`config.mk`:
```
export PLATFORM = sky130hd
export DESIGN_NAME = pipelined_rc_adder
export DESIGN_NICKNAME = d
export VERILOG_FILES = /design/src/rtl/adder_pkg.sv /design/src/rtl/rca_slice.sv /design/src/rtl/pipelined_rc_adder.sv
export SDC_FILE = /design/constraint.sdc
export NUM_CORES = 1
export LEC_CHECK = 0
export ABC_CLOCK_PERIOD_IN_PS = 2700
export BUFFER_PORTS_ARGS = -buffer_cell sky130_fd_sc_hd__buf_2
export CORE_AREA = 3 3 109 111
export CTS_CLUSTER_SIZE = 12
export DETAILED_ROUTE_END_ITERATION = 10
export DIE_AREA = 0 0 112 114
export PLACE_DENSITY_LB_ADDON = 0.12
export SYNTH_ARGS = -nofsm -noshare
export SYNTH_HDL_FRONTEND = slang
export SYNTH_HIERARCHICAL = 1
export SYNTH_SLANG_ARGS = --single-unit
```
`constraint.sdc`:
```
create_clock -name clk -period 2.7 [get_ports clk]
set_input_delay 0.135 -clock clk [delete_from_list [all_inputs] [get_ports clk]]
set_output_delay 0.135 -clock clk [all_outputs]
set_load 0.01 [all_outputs]
```
`src/rtl/adder_pkg.sv`:
```
// Shared constants, operation encoding and slicing helper for the pipelined ripple-carry adder.
package adder_pkg;

  localparam int unsigned DefWidth  = 16;
  localparam int unsigned DefStages = 4;

  typedef enum logic {
    OpAdd = 1'b0,
    OpSub = 1'b1
  } op_e;

  function automatic int unsigned slice_width(input int unsigned width, input int unsigned stages);
    return width / stages;
  endfunction

endpackage

```
`src/rtl/rca_slice.sv`:
```
// Combinational ripple chain of full adders covering one pipeline slice.
module rca_slice #(
  parameter int unsigned SLICE = 4
) (
  input  logic [SLICE-1:0] a,
  input  logic [SLICE-1:0] b,
  input  logic             cin,
  output logic [SLICE-1:0] sum,
  output logic             cout
);

  always_comb begin
    logic carry;
    carry = cin;
    sum   = '0;
    for (int i = 0; i < SLICE; i++) begin
      sum[i] = a[i] ^ b[i] ^ carry;
      carry  = (a[i] & b[i]) | (carry & (a[i] ^ b[i]));
    end
    cout = carry;
  end

endmodule

```
`src/rtl/pipelined_rc_adder.sv`:
```
// Pipelined ripple-carry add/sub with valid/ready flow control; one slice added per stage.
// Optional signed-overflow output ovf when ADDER_OVERFLOW_EN is defined.
module pipelined_rc_adder
  import adder_pkg::*;
#(
  parameter int unsigned WIDTH  = DefWidth,
  parameter int unsigned STAGES = DefStages
) (
  input  logic             clk,
  input  logic             rst_n,
  input  logic             in_valid,
  output logic             in_ready,
  input  logic [WIDTH-1:0] a,
  input  logic [WIDTH-1:0] b,
  input  logic             cin,
  input  logic             sub,
  output logic             out_valid,
  input  logic             out_ready,
  output logic [WIDTH-1:0] sum,
  output logic             cout
`ifdef ADDER_OVERFLOW_EN
  ,
  output logic             ovf
`endif
);

  localparam int unsigned SLICE = slice_width(WIDTH, STAGES);
  localparam int unsigned Last  = STAGES - 1;

  if ((WIDTH % STAGES) != 0) begin : g_bad_cfg
    $error("pipelined_rc_adder: WIDTH must be a multiple of STAGES");
  end

  op_e  op;
  logic stall;

  // Stage inputs: index 0 comes from the ports, index k from stage k-1 registers.
  logic [WIDTH-1:0] st_a   [STAGES];
  logic [WIDTH-1:0] st_b   [STAGES];
  logic [WIDTH-1:0] st_sum [STAGES];
  logic [STAGES-1:0] st_c;
  logic [STAGES-1:0] st_v;

  logic [SLICE-1:0] add_sum [STAGES];
  logic [STAGES-1:0] add_c;
  logic [WIDTH-1:0] sum_d [STAGES];

  logic [WIDTH-1:0] a_q   [STAGES];
  logic [WIDTH-1:0] b_q   [STAGES];
  logic [WIDTH-1:0] sum_q [STAGES];
  logic [STAGES-1:0] c_q;
  logic [STAGES-1:0] v_q;

  assign op       = op_e'(sub);
  assign stall    = v_q[Last] && !out_ready;
  assign in_ready = !stall;

  // B is inverted and carry forced at accept, so each beat carries its own operation downstream.
  always_comb begin
    st_a[0]   = a;
    st_b[0]   = (op == OpSub) ? ~b : b;
    st_c[0]   = (op == OpSub) ? 1'b1 : cin;
    st_sum[0] = '0;
    st_v[0]   = in_valid;
    for (int k = 1; k < STAGES; k++) begin
      st_a[k]   = a_q[k-1];
      st_b[k]   = b_q[k-1];
      st_c[k]   = c_q[k-1];
      st_sum[k] = sum_q[k-1];
      st_v[k]   = v_q[k-1];
    end
  end

  for (genvar k = 0; k < STAGES; k++) begin : g_stage
    rca_slice #(
      .SLICE(SLICE)
    ) u_slice (
      .a   (st_a[k][k*SLICE +: SLICE]),
      .b   (st_b[k][k*SLICE +: SLICE]),
      .cin (st_c[k]),
      .sum (add_sum[k]),
      .cout(add_c[k])
    );
  end

  always_comb begin
    for (int k = 0; k < STAGES; k++) begin
      sum_d[k]                  = st_sum[k];
      sum_d[k][k*SLICE +: SLICE] = add_sum[k];
    end
  end

  always_ff @(posedge clk or negedge rst_n) begin
    if (!rst_n) begin
      for (int k = 0; k < STAGES; k++) begin
        a_q[k]   <= '0;
        b_q[k]   <= '0;
        sum_q[k] <= '0;
      end
      c_q <= '0;
      v_q <= '0;
    end else if (!stall) begin
      for (int k = 0; k < STAGES; k++) begin
        a_q[k]   <= st_a[k];
        b_q[k]   <= st_b[k];
        sum_q[k] <= sum_d[k];
      end
      c_q <= add_c;
      v_q <= st_v;
    end
  end

  assign out_valid = v_q[Last];
  assign sum       = sum_q[Last];
  assign cout      = c_q[Last];

`ifdef ADDER_OVERFLOW_EN
  logic ovf_d;
  logic ovf_q;

  // Operand signs meet the result sign in the last stage, which adds the MSB slice.
  assign ovf_d = (st_a[Last][WIDTH-1] == st_b[Last][WIDTH-1]) &&
                 (add_sum[Last][SLICE-1] != st_a[Last][WIDTH-1]);

  always_ff @(posedge clk or negedge rst_n) begin
    if (!rst_n) begin
      ovf_q <= 1'b0;
    end else if (!stall) begin
      ovf_q <= ovf_d;
    end
  end

  assign ovf = ovf_q;
`endif

endmodule

```
======== After elaboration in Yosys (flattened, before gate mapping) ========
Index checks and enable logic that the tools add are counted.
word-level totals
  register bits after elaboration ......... 144
  word-level logic and storage cells ...... 98
cells by class
  muxes and demuxes ....................... 2
  bitwise operators ....................... 81
  reductions and logical operators ........ 3
operators with widths
  cell                 number
  $and A1 B1 Y1        32
  $xor A1 B1 Y1        32
  $mux W16             1
  $not A16 Y16         1
  $or A1 B1 Y1         16
  $logic_not A1 Y1     2
  $logic_and A1 B1 Y1  1
  $mux W1              1

======== Depth between registers and ports, before layout ========
  depth after elaboration ................. 11
  mapped depth ............................ 12
  mapped depth without buffers ............ 10

======== Hierarchy ========
The synthesis kept the hierarchy.
by module, submodules not included
  module              instances  cells each  area each (µm²)  seq. area each (µm²)
  pipelined_rc_adder  1          223         3,910.0          2,402.3
  rca_slice           4          14          117.6            0.0

======== Least setup slack after synthesis ========
Ideal clock, no wire load.
  path kind ............................... input-to-reg
  start point ............................. input sub
  end point ............................... register sum_q, in the netlist st_sum[35]
  arrival ................................. 2.353 ns
  data required time ...................... 2.636 ns
  setup slack ............................. 0.283 ns
  stages on the path ...................... 12
  buffers on the path ..................... 2
  path through ............................ buf_4 buf_4 or2_2 fa_1 inv_1 fa_1 inv_1 fa_1 inv_1 fa_1 inv_1 mux2_2
RTL lines
  item                            line                       text
  start: declaration              pipelined_rc_adder.sv:16   input logic sub,
  end signal: indexed assignment  pipelined_rc_adder.sv:106  sum_q[k] <= sum_d[k];
  end: declaration                pipelined_rc_adder.sv:50   logic [WIDTH-1:0] sum_q [STAGES];

==> metrics.txt <==
slowest stage delay, CP=approximately 0.47 ns; Total Power=between 5 and 6 mW; Fmax=445 MHz; RR Endpoint=st_sum[23]; status=finished clean; Fin Clk Skew=between 0.006 and 0.007 ns; Diodes inserted=0; Pins Over Slew Limit=0; hold-critical path depth=2; Setup CP Type=reg2reg; setup_tns=0 ns; Fin. Hold Viols=0; Post-layout nets=406; CP cell instances=fa_1, inv_1, fa_1, inv_1, fa_1, inv_1, fa_1, inv_1, mux2_2; port buffer count=56; FILL cells=between 900 and 1,000; Hold Crit Endpoint=a_q[52]; Slowest-stage cell, CP=fa_1; post-DR vias/cell=4.44; layout cells sized above 1=48.0%; row cnt=38; Syn Std Cell Area=around 4400 sq um; Worst setup EP type=flip-flop; total track usage=between 10% and 20%; period utilization=between 80 and 90%; reg2reg start=a_q[52]; root buffer cell=clkbuf_8; synthesized flop and latch total=96; Syn Nets=approximately 330; static leakage=2.43 nW; DRT iter0 DRCs=about 110; CTS tree=done; max_cap viols=0; most frequent cells in the layout=dfrtp_1 (96), mux2_2 (67), buf_2 (55); power per cell area=around 1000 nW/um^2; r2r setup slk=0.46 ns; Via Count=2,194; HP Start=a[4]; Area Growth Syn to Fin=15.0%; first-pass GRT wire length=12,200 um; Finish-stage setup viols=0; Avg WL per Cell=14.1 um; WL final=roughly 7000 um; VDD IR-drop max=0.569 mV; number of global-route vias before repair=2,415; Reg clk slew, reported paths=0.08 ns; Tmin final=between 2 and 2.5 ns; yosys warns=6; RSZ-0062 raised after global routing=false; clk_lat worst skew=0.36 ns; Least-Margin Pin Slew=0.577 ns; CP Launch Type=flip-flop; drt pass-1 iters=2; clock buffer count from CTS=9; DP HPWL=4660 um; crit path max fanout=2; Detail Route Antenna Nets=0; Top-Level Pins=between 50 and 60; area of the core=10,900 sq um; Yosys cell types=13; Sink Count=96; Post-Synthesis Cells=279; gpl congestion=0.684; htree depth=3; die area=12,800 sq um; WP data required=3.00 ns; cell depth of the worst flop-to-flop path=9; DIE HEIGHT=114 um; Max Root-Sink Buffers=2; Critical Path AT=between 2 and 3 ns; register area share after synthesis=a little over half; die width=112 um; Residual DRC=0; Initial Utilization=~40%; Avg Cell Area, Syn=15.7 sq um; Worst Path Buf+Inv=4; Worst slew margin=61.6%; Congestion Overflow GR=0; initial antenna violation count=0; largest net degree at the start of global routing=54; delay-heaviest family, CP=adder cells; most common cell after layout, fill and taps aside=dfrtp_1; Hold/Removal Path Class=in2reg; post-CTS setup buffer count=0
cells in the mapped netlist:
cell	n	area share (%)
mux2_4	28	9.6
buf_6	4	1.0
inv_1	40	3.4
nand2b_1	1	0.14
buf_12	4	1.8
xor2_1	16	3.2
mux2_2	67	17
nor2b_4	1	0.31
or2_2	1	0.14
dfrtp_1	96	55
buf_4	4	0.69
fa_1	16	7.3
inv_8	1	0.26
cell families after synthesis:
logic type	share of synthesized area (%)
multiplexers	26.8
AND/OR/NAND/NOR	0.600
flip-flops	54.8
buffers and inverters	7.23
adder cells (fa/ha/maj)	7.31
XOR/XNOR	3.20
per-stage QoR:
step,worst slack [ns],utilization [%],hold WS (ns),cells,area (sq um)
3_5_place_dp,0.371,43.5,0.180,468,4730
6_report,0.455,46.3,0.0333,494,5040
2_1_floorplan,0.283,-,-0.161,279,4380
3_3_place_gp,0.417,43.5,0.179,468,4730
5_1_grt,0.358,46.3,0.0195,494,5040
4_1_cts,0.439,46.3,0.0203,494,5040
report_power, final:
group	internal [mW]	switching [mW]	total [mW]
Sequential	2.09	0.333	2.42
Clock	0.440	0.447	0.887
Combinational	1.19	0.785	1.98
Total	3.72	1.56	5.29
flip-flops by register name (all words and copies together) (netlist names):
signal and count:
b_q 24, c_q 4, a_q 24, v_q 4, sum 16, st_sum 24
what timing repair did:
item	CTS	global route
hold buffers	13	0
hold endpoints to repair	55	0
resized for setup	0	0
worst register-to-register path, stage by stage, from the launching register on:
cell and delay (ns):
dfrtp_1 0.41, fa_1 0.47, inv_1 0.09, fa_1 0.16
inv_1 0.05, fa_1 0.35, inv_1 0.07, fa_1 0.40
inv_1 0.05, mux2_2 0.13
cell type report:
| cell class | instances | area [sq um] | share of cell area, % |
|---|---|---|---|
| Tap cell | 140 | 175 | 3.48 |
| Multi-Input combinational cell | 130 | 1660 | 33.0 |
| Clock buffer | 12 | 145 | 2.88 |
| Sequential cell | 96 | 2400 | 47.7 |
| Inverter | 41 | 161 | 3.20 |
| Timing Repair Buffer | 74 | 463 | 9.19 |
| Clock inverter | 1 | 30.0 | 0.596 |
how the worst max path moves through the flow:
stage | cells past startpoint | to | startpoint | slack, ns
final | 9 | st_sum[23] | a_q[52] | 0.46
after global routing | 9 | st_sum[23] | a_q[52] | 0.36
after CTS | 9 | st_sum[23] | a_q[52] | 0.44
after detailed placement | 11 | st_sum[35] | sub | 0.37
after global placement | 11 | st_sum[35] | sub | 0.42
after floorplan | 12 | st_sum[35] | sub | 0.28
routing by layer:
metal | global-route usage, % | vias up | part of all wire [%]
met5 | 0 | - | 0
met4 | 3.13 | 0 | 1.4
met3 | 4.46 | 9 | 4.3
met2 | 19.5 | 43 | 48
met1 | 16.0 | 1108 | 46
li1 | - | 1034 | -
(Power assumes the default switching activity.)
